[src/rtl/costas_pkg.sv]
// Shared widths, FSM state type and saturating arithmetic helpers for the
// Costas carrier-recovery loop controller.
package costas_pkg;

    localparam int unsigned IN_WIDTH = 16;
    localparam int unsigned ACC_LOG2 = 6;
    localparam int unsigned ACC_W    = IN_WIDTH + ACC_LOG2;
    localparam int unsigned PINC_W   = 32;
    localparam int unsigned ERR_W    = IN_WIDTH;

    localparam logic [PINC_W-1:0] PINC_CENTER_DEF = 32'h0CCC_CCCD;
    localparam int unsigned       KP_SHL_DEF      = 8;
    localparam int unsigned       KI_SHL_DEF      = 2;
    localparam logic [PINC_W-1:0] INT_LIM_DEF     = 32'h0100_0000;
    localparam int unsigned       LOCK_WIN_DEF    = 16;

    typedef enum logic [2:0] {
        IDLE  = 3'd0,
        INTEG = 3'd1,
        DUMP  = 3'd2,
        FILT  = 3'd3,
        OUT   = 3'd4
    } state_t;

    // Two's-complement negate that maps the most negative value to the most positive.
    function automatic logic signed [IN_WIDTH-1:0] neg_sat(input logic signed [IN_WIDTH-1:0] x);
        if (x == {1'b1, {(IN_WIDTH-1){1'b0}}}) begin
            return {1'b0, {(IN_WIDTH-1){1'b1}}};
        end
        return -x;
    endfunction

    function automatic logic [IN_WIDTH-1:0] abs_sat(input logic signed [IN_WIDTH-1:0] x);
        return x[IN_WIDTH-1] ? neg_sat(x) : x;
    endfunction

    // Clamp a widened signed value to the symmetric range [-lim, +lim].
    function automatic logic signed [PINC_W:0] sat_sym(input logic signed [PINC_W:0] x,
                                                       input logic [PINC_W-1:0]   lim);
        logic signed [PINC_W:0] hi;
        logic signed [PINC_W:0] lo;
        hi = $signed({1'b0, lim});
        lo = -hi;
        if (x > hi) begin
            return hi;
        end else if (x < lo) begin
            return lo;
        end
        return x;
    endfunction

endpackage

[src/rtl/costas_loop_filter.sv]
// PI loop filter: saturating integrator plus proportional path, producing the
// DDS phase increment. Both integrator and increment update only when en is high.
module costas_loop_filter
    import costas_pkg::*;
#(
    parameter logic [PINC_W-1:0] PINC_CENTER = PINC_CENTER_DEF,
    parameter int unsigned       KP_SHL      = KP_SHL_DEF,
    parameter int unsigned       KI_SHL      = KI_SHL_DEF,
    parameter logic [PINC_W-1:0] INT_LIM     = INT_LIM_DEF
) (
    input  logic                    clk,
    input  logic                    rst,
    input  logic                    en,
    input  logic signed [ERR_W-1:0] err,
    output logic [PINC_W-1:0]       integ,
    output logic [PINC_W-1:0]       pinc
);

    logic signed [PINC_W-1:0] err_ext;
    logic signed [PINC_W-1:0] ki_term;
    logic signed [PINC_W-1:0] kp_term;
    logic signed [PINC_W:0]   integ_sum;
    logic signed [PINC_W:0]   integ_sat;
    logic [PINC_W-1:0]        integ_next;
    logic [PINC_W-1:0]        pinc_next;

    always_comb begin
        err_ext    = {{(PINC_W-ERR_W){err[ERR_W-1]}}, err};
        ki_term    = err_ext <<< KI_SHL;
        kp_term    = err_ext <<< KP_SHL;
        // One guard bit keeps the sum exact before clamping.
        integ_sum  = {integ[PINC_W-1], integ} + {ki_term[PINC_W-1], ki_term};
        integ_sat  = sat_sym(integ_sum, INT_LIM);
        integ_next = integ_sat[PINC_W-1:0];
        pinc_next  = PINC_CENTER + kp_term + integ_next;
    end

    always_ff @(posedge clk) begin
        if (rst) begin
            integ <= '0;
            pinc  <= PINC_CENTER;
        end else if (en) begin
            integ <= integ_next;
            pinc  <= pinc_next;
        end
    end

endmodule

[src/rtl/costas_loop_ctrl.sv]
// Costas loop controller: integrate-and-dump of I/Q mixer products, phase error,
// PI filter and lock detection, emitting one DDS phase-increment update per window.
module costas_loop_ctrl
    import costas_pkg::*;
#(
    parameter logic [PINC_W-1:0] PINC_CENTER = PINC_CENTER_DEF,
    parameter int unsigned       KP_SHL      = KP_SHL_DEF,
    parameter int unsigned       KI_SHL      = KI_SHL_DEF,
    parameter logic [PINC_W-1:0] INT_LIM     = INT_LIM_DEF,
    parameter int unsigned       LOCK_WIN    = LOCK_WIN_DEF
) (
    input  logic                clk,
    input  logic                rst,
    input  logic                enable,
    input  logic [IN_WIDTH-1:0] S_AXIS_I_mult_tdata,
    input  logic                S_AXIS_I_mult_tvalid,
    input  logic [IN_WIDTH-1:0] S_AXIS_Q_mult_tdata,
    input  logic                S_AXIS_Q_mult_tvalid,
    output logic [PINC_W-1:0]   M_AXIS_PINC_tdata,
    output logic                M_AXIS_PINC_tvalid,
    output logic                locked,
    output logic [ERR_W-1:0]    debug_err,
    output logic [PINC_W-1:0]   debug_integ
);

    localparam int unsigned           LOCK_CNT_W = $clog2(LOCK_WIN + 1);
    localparam logic [LOCK_CNT_W-1:0] LOCK_MAX   = LOCK_CNT_W'(LOCK_WIN);

    state_t state;
    state_t state_next;

    logic accept_c;
    logic clear_c;
    logic dump_c;
    logic filt_c;
    logic out_c;

    logic signed [ACC_W-1:0]    iacc;
    logic signed [ACC_W-1:0]    qacc;
    logic [ACC_LOG2-1:0]        cnt;
    logic signed [IN_WIDTH-1:0] imean;
    logic signed [IN_WIDTH-1:0] qmean;
    logic signed [IN_WIDTH-1:0] imean_c;
    logic signed [IN_WIDTH-1:0] qmean_c;
    logic signed [ERR_W-1:0]    err_c;
    logic                       good_c;
    logic [LOCK_CNT_W-1:0]      lock_cnt;
    logic [LOCK_CNT_W-1:0]      lock_cnt_next_c;
    logic [PINC_W-1:0]          pinc;

    always_ff @(posedge clk) begin
        if (rst) begin
            state <= IDLE;
        end else begin
            state <= state_next;
        end
    end

    // Dropping enable aborts the window from any state; nothing past it is issued.
    always_comb begin
        state_next = state;
        accept_c   = 1'b0;
        clear_c    = 1'b0;
        dump_c     = 1'b0;
        filt_c     = 1'b0;
        out_c      = 1'b0;
        if (!enable) begin
            state_next = IDLE;
            clear_c    = 1'b1;
        end else begin
            unique case (state)
                IDLE:  state_next = INTEG;
                INTEG: begin
                    accept_c = S_AXIS_I_mult_tvalid & S_AXIS_Q_mult_tvalid;
                    if (accept_c && (cnt == '1)) begin
                        state_next = DUMP;
                    end
                end
                DUMP: begin
                    dump_c     = 1'b1;
                    state_next = FILT;
                end
                FILT: begin
                    filt_c     = 1'b1;
                    state_next = OUT;
                end
                OUT: begin
                    out_c      = 1'b1;
                    clear_c    = 1'b1;
                    state_next = INTEG;
                end
                default: state_next = IDLE;
            endcase
        end
    end

    always_ff @(posedge clk) begin
        if (rst || clear_c) begin
            iacc <= '0;
            qacc <= '0;
            cnt  <= '0;
        end else if (accept_c) begin
            iacc <= iacc + {{ACC_LOG2{S_AXIS_I_mult_tdata[IN_WIDTH-1]}}, S_AXIS_I_mult_tdata};
            qacc <= qacc + {{ACC_LOG2{S_AXIS_Q_mult_tdata[IN_WIDTH-1]}}, S_AXIS_Q_mult_tdata};
            cnt  <= cnt + ACC_LOG2'(1);
        end
    end

    // Window means, phase error and lock quality for the closing window.
    always_comb begin
        imean_c = iacc[ACC_LOG2 +: IN_WIDTH];
        qmean_c = qacc[ACC_LOG2 +: IN_WIDTH];
        err_c   = imean_c[IN_WIDTH-1] ? neg_sat(qmean_c) : qmean_c;
        good_c  = {1'b0, abs_sat(imean)} > {abs_sat(qmean), 1'b0};
        if (!good_c) begin
            lock_cnt_next_c = '0;
        end else if (lock_cnt == LOCK_MAX) begin
            lock_cnt_next_c = lock_cnt;
        end else begin
            lock_cnt_next_c = lock_cnt + LOCK_CNT_W'(1);
        end
    end

    always_ff @(posedge clk) begin
        if (rst) begin
            imean     <= '0;
            qmean     <= '0;
            debug_err <= '0;
        end else if (dump_c) begin
            imean     <= imean_c;
            qmean     <= qmean_c;
            debug_err <= err_c;
        end
    end

    costas_loop_filter #(
        .PINC_CENTER (PINC_CENTER),
        .KP_SHL      (KP_SHL),
        .KI_SHL      (KI_SHL),
        .INT_LIM     (INT_LIM)
    ) u_filter (
        .clk   (clk),
        .rst   (rst),
        .en    (filt_c),
        .err   (debug_err),
        .integ (debug_integ),
        .pinc  (pinc)
    );

    always_ff @(posedge clk) begin
        if (rst) begin
            M_AXIS_PINC_tdata  <= PINC_CENTER;
            M_AXIS_PINC_tvalid <= 1'b0;
            locked             <= 1'b0;
            lock_cnt           <= '0;
        end else begin
            M_AXIS_PINC_tvalid <= out_c;
            if (out_c) begin
                M_AXIS_PINC_tdata <= pinc;
                lock_cnt          <= lock_cnt_next_c;
                locked            <= (lock_cnt_next_c == LOCK_MAX);
            end
        end
    end

endmodule

[config.mk]
export PLATFORM = sky130hd
export DESIGN_NAME = costas_loop_ctrl
export DESIGN_NICKNAME = d
export VERILOG_FILES = /design/src/rtl/costas_pkg.sv /design/src/rtl/costas_loop_filter.sv /design/src/rtl/costas_loop_ctrl.sv
export SDC_FILE = /design/constraint.sdc
export NUM_CORES = 1
export LEC_CHECK = 0
export CORE_MARGIN = 4
export CORE_UTILIZATION = 30
export CTS_CLUSTER_SIZE = 20
export DETAILED_ROUTE_END_ITERATION = 8
export GPL_ROUTABILITY_DRIVEN = 0
export PLACE_DENSITY = 0.59
export RECOVER_POWER = 50
export SLEW_MARGIN = 15
export SYNTH_ARGS = -nofsm -noshare
export SYNTH_HDL_FRONTEND = slang
export SYNTH_SLANG_ARGS = --single-unit
export TNS_END_PERCENT = 50
[constraint.sdc]
create_clock -name clk -period 8.8 [get_ports clk]
set_clock_uncertainty 0.1 [all_clocks]
set_input_delay 1.76 -clock clk [delete_from_list [all_inputs] [get_ports clk]]
set_output_delay 1.76 -clock clk [all_outputs]
set_load 0.05 [all_outputs]
==> flow_summary.yaml <==
status:
  status: "finished, violations left"
  violations: "capacitance limit, slew limit"
clock_tree:
  clk_pin_slew_ns: 0.06
  cts_buffers: 26
  clock_sinks: 204
  root_buffer: "clkbuf_16"
  cts_htree_levels: 1
  cts_hold_buf: 0
  clock_path_buffers: 3
  postCtsSetupBuffers: 0
  cts_resized: 0
  clock_latency_ns: 0.55
  cts_tree: "built"
worst_setup_path:
  cp-start-kind: "flop"
  worstSetupPathType: "reg2reg"
  critPathMaxFanout: 27
  crit_arrival_ns: 7.49
  end_kind: "flop"
  cp_slowest_stage_delay_ns: 0.83
  crit_required_ns: 9.13
  critPathTopFamily: "compound AO/OA/AOI/OAI gates"
  cp_common_cell: "a21o_1"
  cp_slowest_cell: "dfxtp_1"
  cp.buffers_inverters: 0
  worstPathCellList: "ha_1, a21oi_1, o21a_1, or3b_1, a211oi_2, nor2_1, o2bb2ai_2, nor3b_1, and4_4, a21oi_4, nor2_1, ha_1, a21o_1, a21o_1, a21o_1, a21o_1, a21o_1, a21o_1, a21oi_1, o31a_1, o211ai_1, a221oi_1, nor3_1, or4_1"
timing:
  maxSlewViolCount: 209
  period_share: 0.813
  max_clock_freq_mhz: 140
  tightest_slew_ns: 3.52
  relSlewSlack: -1.35
  fin_ws_ns: 1.65
  fin_setup_tns_ns: 0
  min_period_ns: 7.15
  rsz0062_at_grt: "false"
  hold_viol: 0
  setup_violations: 0
final_layout:
  layout-drive-gt1-share: 0.0497
  utilization: 0.363
  final_cell_mix: "nand2_1, dfxtp_1, a21oi_1, nor2_1, ha_1"
  nets: 2007
  fin_area_mm2: 0.0162
  syn_to_final_growth_pct: 18.6
  diodes: 0
  final_common_cell: "nand2_1"
power_and_ir_drop:
  power.total_mw: 2.19
  vdd_drop_max_uv: 125
  seqPwrFrac: 0.427
  combPwrFrac: 0.059
  p_leak_nw: 6.60
  power_density_mw_per_mm2: 135
  p_switching_uw: 519
  p_clk_frac: 0.514
  p_int_mw: 1.67
  netSwitchingFraction: 0.238
job:
  cap_violations: 4
floorplanning:
  ios: 119
  num_rows: 77
  die_h_um: 221
  core_area_mm2: 0.0446
  die_width_um: 221
  initial_utilization: 0.306
  die_area_mm2: 0.0489
route:
  top_layer_used: "met4"
  wl_um: 39600
  vias_per_cell: 5.21
  num_vias: 12800
  drt-initial-drc-count: 828
  avgRoutedWirePerCell_um: 16.1
  met1_length_um: 18000
  postRouteAntennaNets: 0
  wl_met2_um: 18500
  drc: 0
  met3_length_um: 2070
  drt_pass1_iterations: 5
placed_design:
  post-place-ws_ns: 1.78
  io_buffers: 118
  dp_hpwl_um: 29300
  place_area_mm2: 0.0153
worst_hold_path:
  hp-class: "reg2reg"
global_route:
  grt_max_degree: 76
  overflow: 0
  grt_pass1_wl_um: 64600
  antenna_found_initial: 0
  grt_pass1_vias: 12300
  grt.total_usage: 0.155
synthesis:
  ys_ff_latch: 204
  synth_edf_count: 0
  synth_area_mm2: 0.0136
  synth_cells: 1786
  ys_types: 82
  ys_seq_area_frac: 0.300
  synth_fp_nets: 1939
  yosysWarnings: 0
  synthArstFlopShare: 0
  synthFlopType: "dfxtp_1"
  synth.avg_cell_area_um2: 7.63
==> routing by layer <==
layer / vias to the layer above / GRT usage
met1: 6027 / 0.203
met4: 0 / 0.0399
met2: 285 / 0.268
met3: 66 / 0.0260
met5: - / 0
li1: 6465 / -
==> worst min-delay path: stages (launching register included) <==
cell and delay [ns]:
dfxtp_1 0.30, nand2_1 0.05, a21oi_1 0.05
==> final timing paths <==
check | from | endpoint | slack [ns] | cells past startpoint
max | debug_err[15] | u_filter.pinc[22] | 1.65 | 24
min | u_filter.pinc[31] | M_AXIS_PINC_tdata[31] | 0.34 | 2
max reg2reg | debug_err[15] | u_filter.pinc[22] | 1.65 | 24
min reg2reg | u_filter.pinc[31] | M_AXIS_PINC_tdata[31] | 0.34 | 2
==> per-stage QoR <==
step	hold WS [ns]	std cells
floorplan	0.325	1786
global placement	0.342	2418
detailed placement	0.340	2418
CTS	0.349	2464
global route	0.367	2464
finish	0.344	2464
==> kinds of logic after synthesis <==
logic type	share of synthesized area
AO/OA/AOI/OAI	0.231
other	0.000275
flip-flops	0.300
AND/OR/NAND/NOR	0.237
XOR/XNOR	0.0816
buffers and inverters	0.0411
multiplexers	0.00220
adder cells (fa/ha/maj)	0.108
==> layout make-up <==
class	count	area, um^2
flip-flops and latches	204	4080
clock buffers	35	756
fillers	4642	28400
multi-input cells	1441	9010
clock inverters	11	144
well taps	592	741
repair buffers	128	1240
inverters	53	199
==> sequential cells by signal, indices dropped and copies added, names as in the netlist, 3 cells and up <==
register and flops:
u_filter.integ 32, M_AXIS_PINC_tdata 32, iacc 22, u_filter.pinc 32
qacc 22, debug_err 16, lock_cnt 5, qmean 16
cnt 6, imean 16, state 3
==> cells in the mapped netlist, types with 27 or more instances <==
cell type  number  share of area
nand2_1       332          0.091
a21oi_1       194          0.071
o21ai_0        73          0.027
inv_1          53          0.015
a211oi_1       27          0.015
xor2_1         50          0.032
nor3_1         44          0.016
nand3_1        56          0.021
nor2_1        131          0.036
dfxtp_1       204           0.30
xnor2_1        77          0.049
a21o_1         37          0.020
clkbuf_1       75          0.021
ha_1          113           0.10
==> power groups by stage <==
stage / sequential, mW / combinational, mW / clock (mW)
3_3_place_gp: 0.953 / 0.129 / 0
4_1_cts: 0.933 / 0.131 / 1.16
2_1_floorplan: 0.956 / 0.0805 / 0
5_1_grt: 0.933 / 0.143 / 1.19
3_5_place_dp: 0.953 / 0.131 / 0
6_report: 0.933 / 0.130 / 1.12
Power figures use the tool's default switching activity.
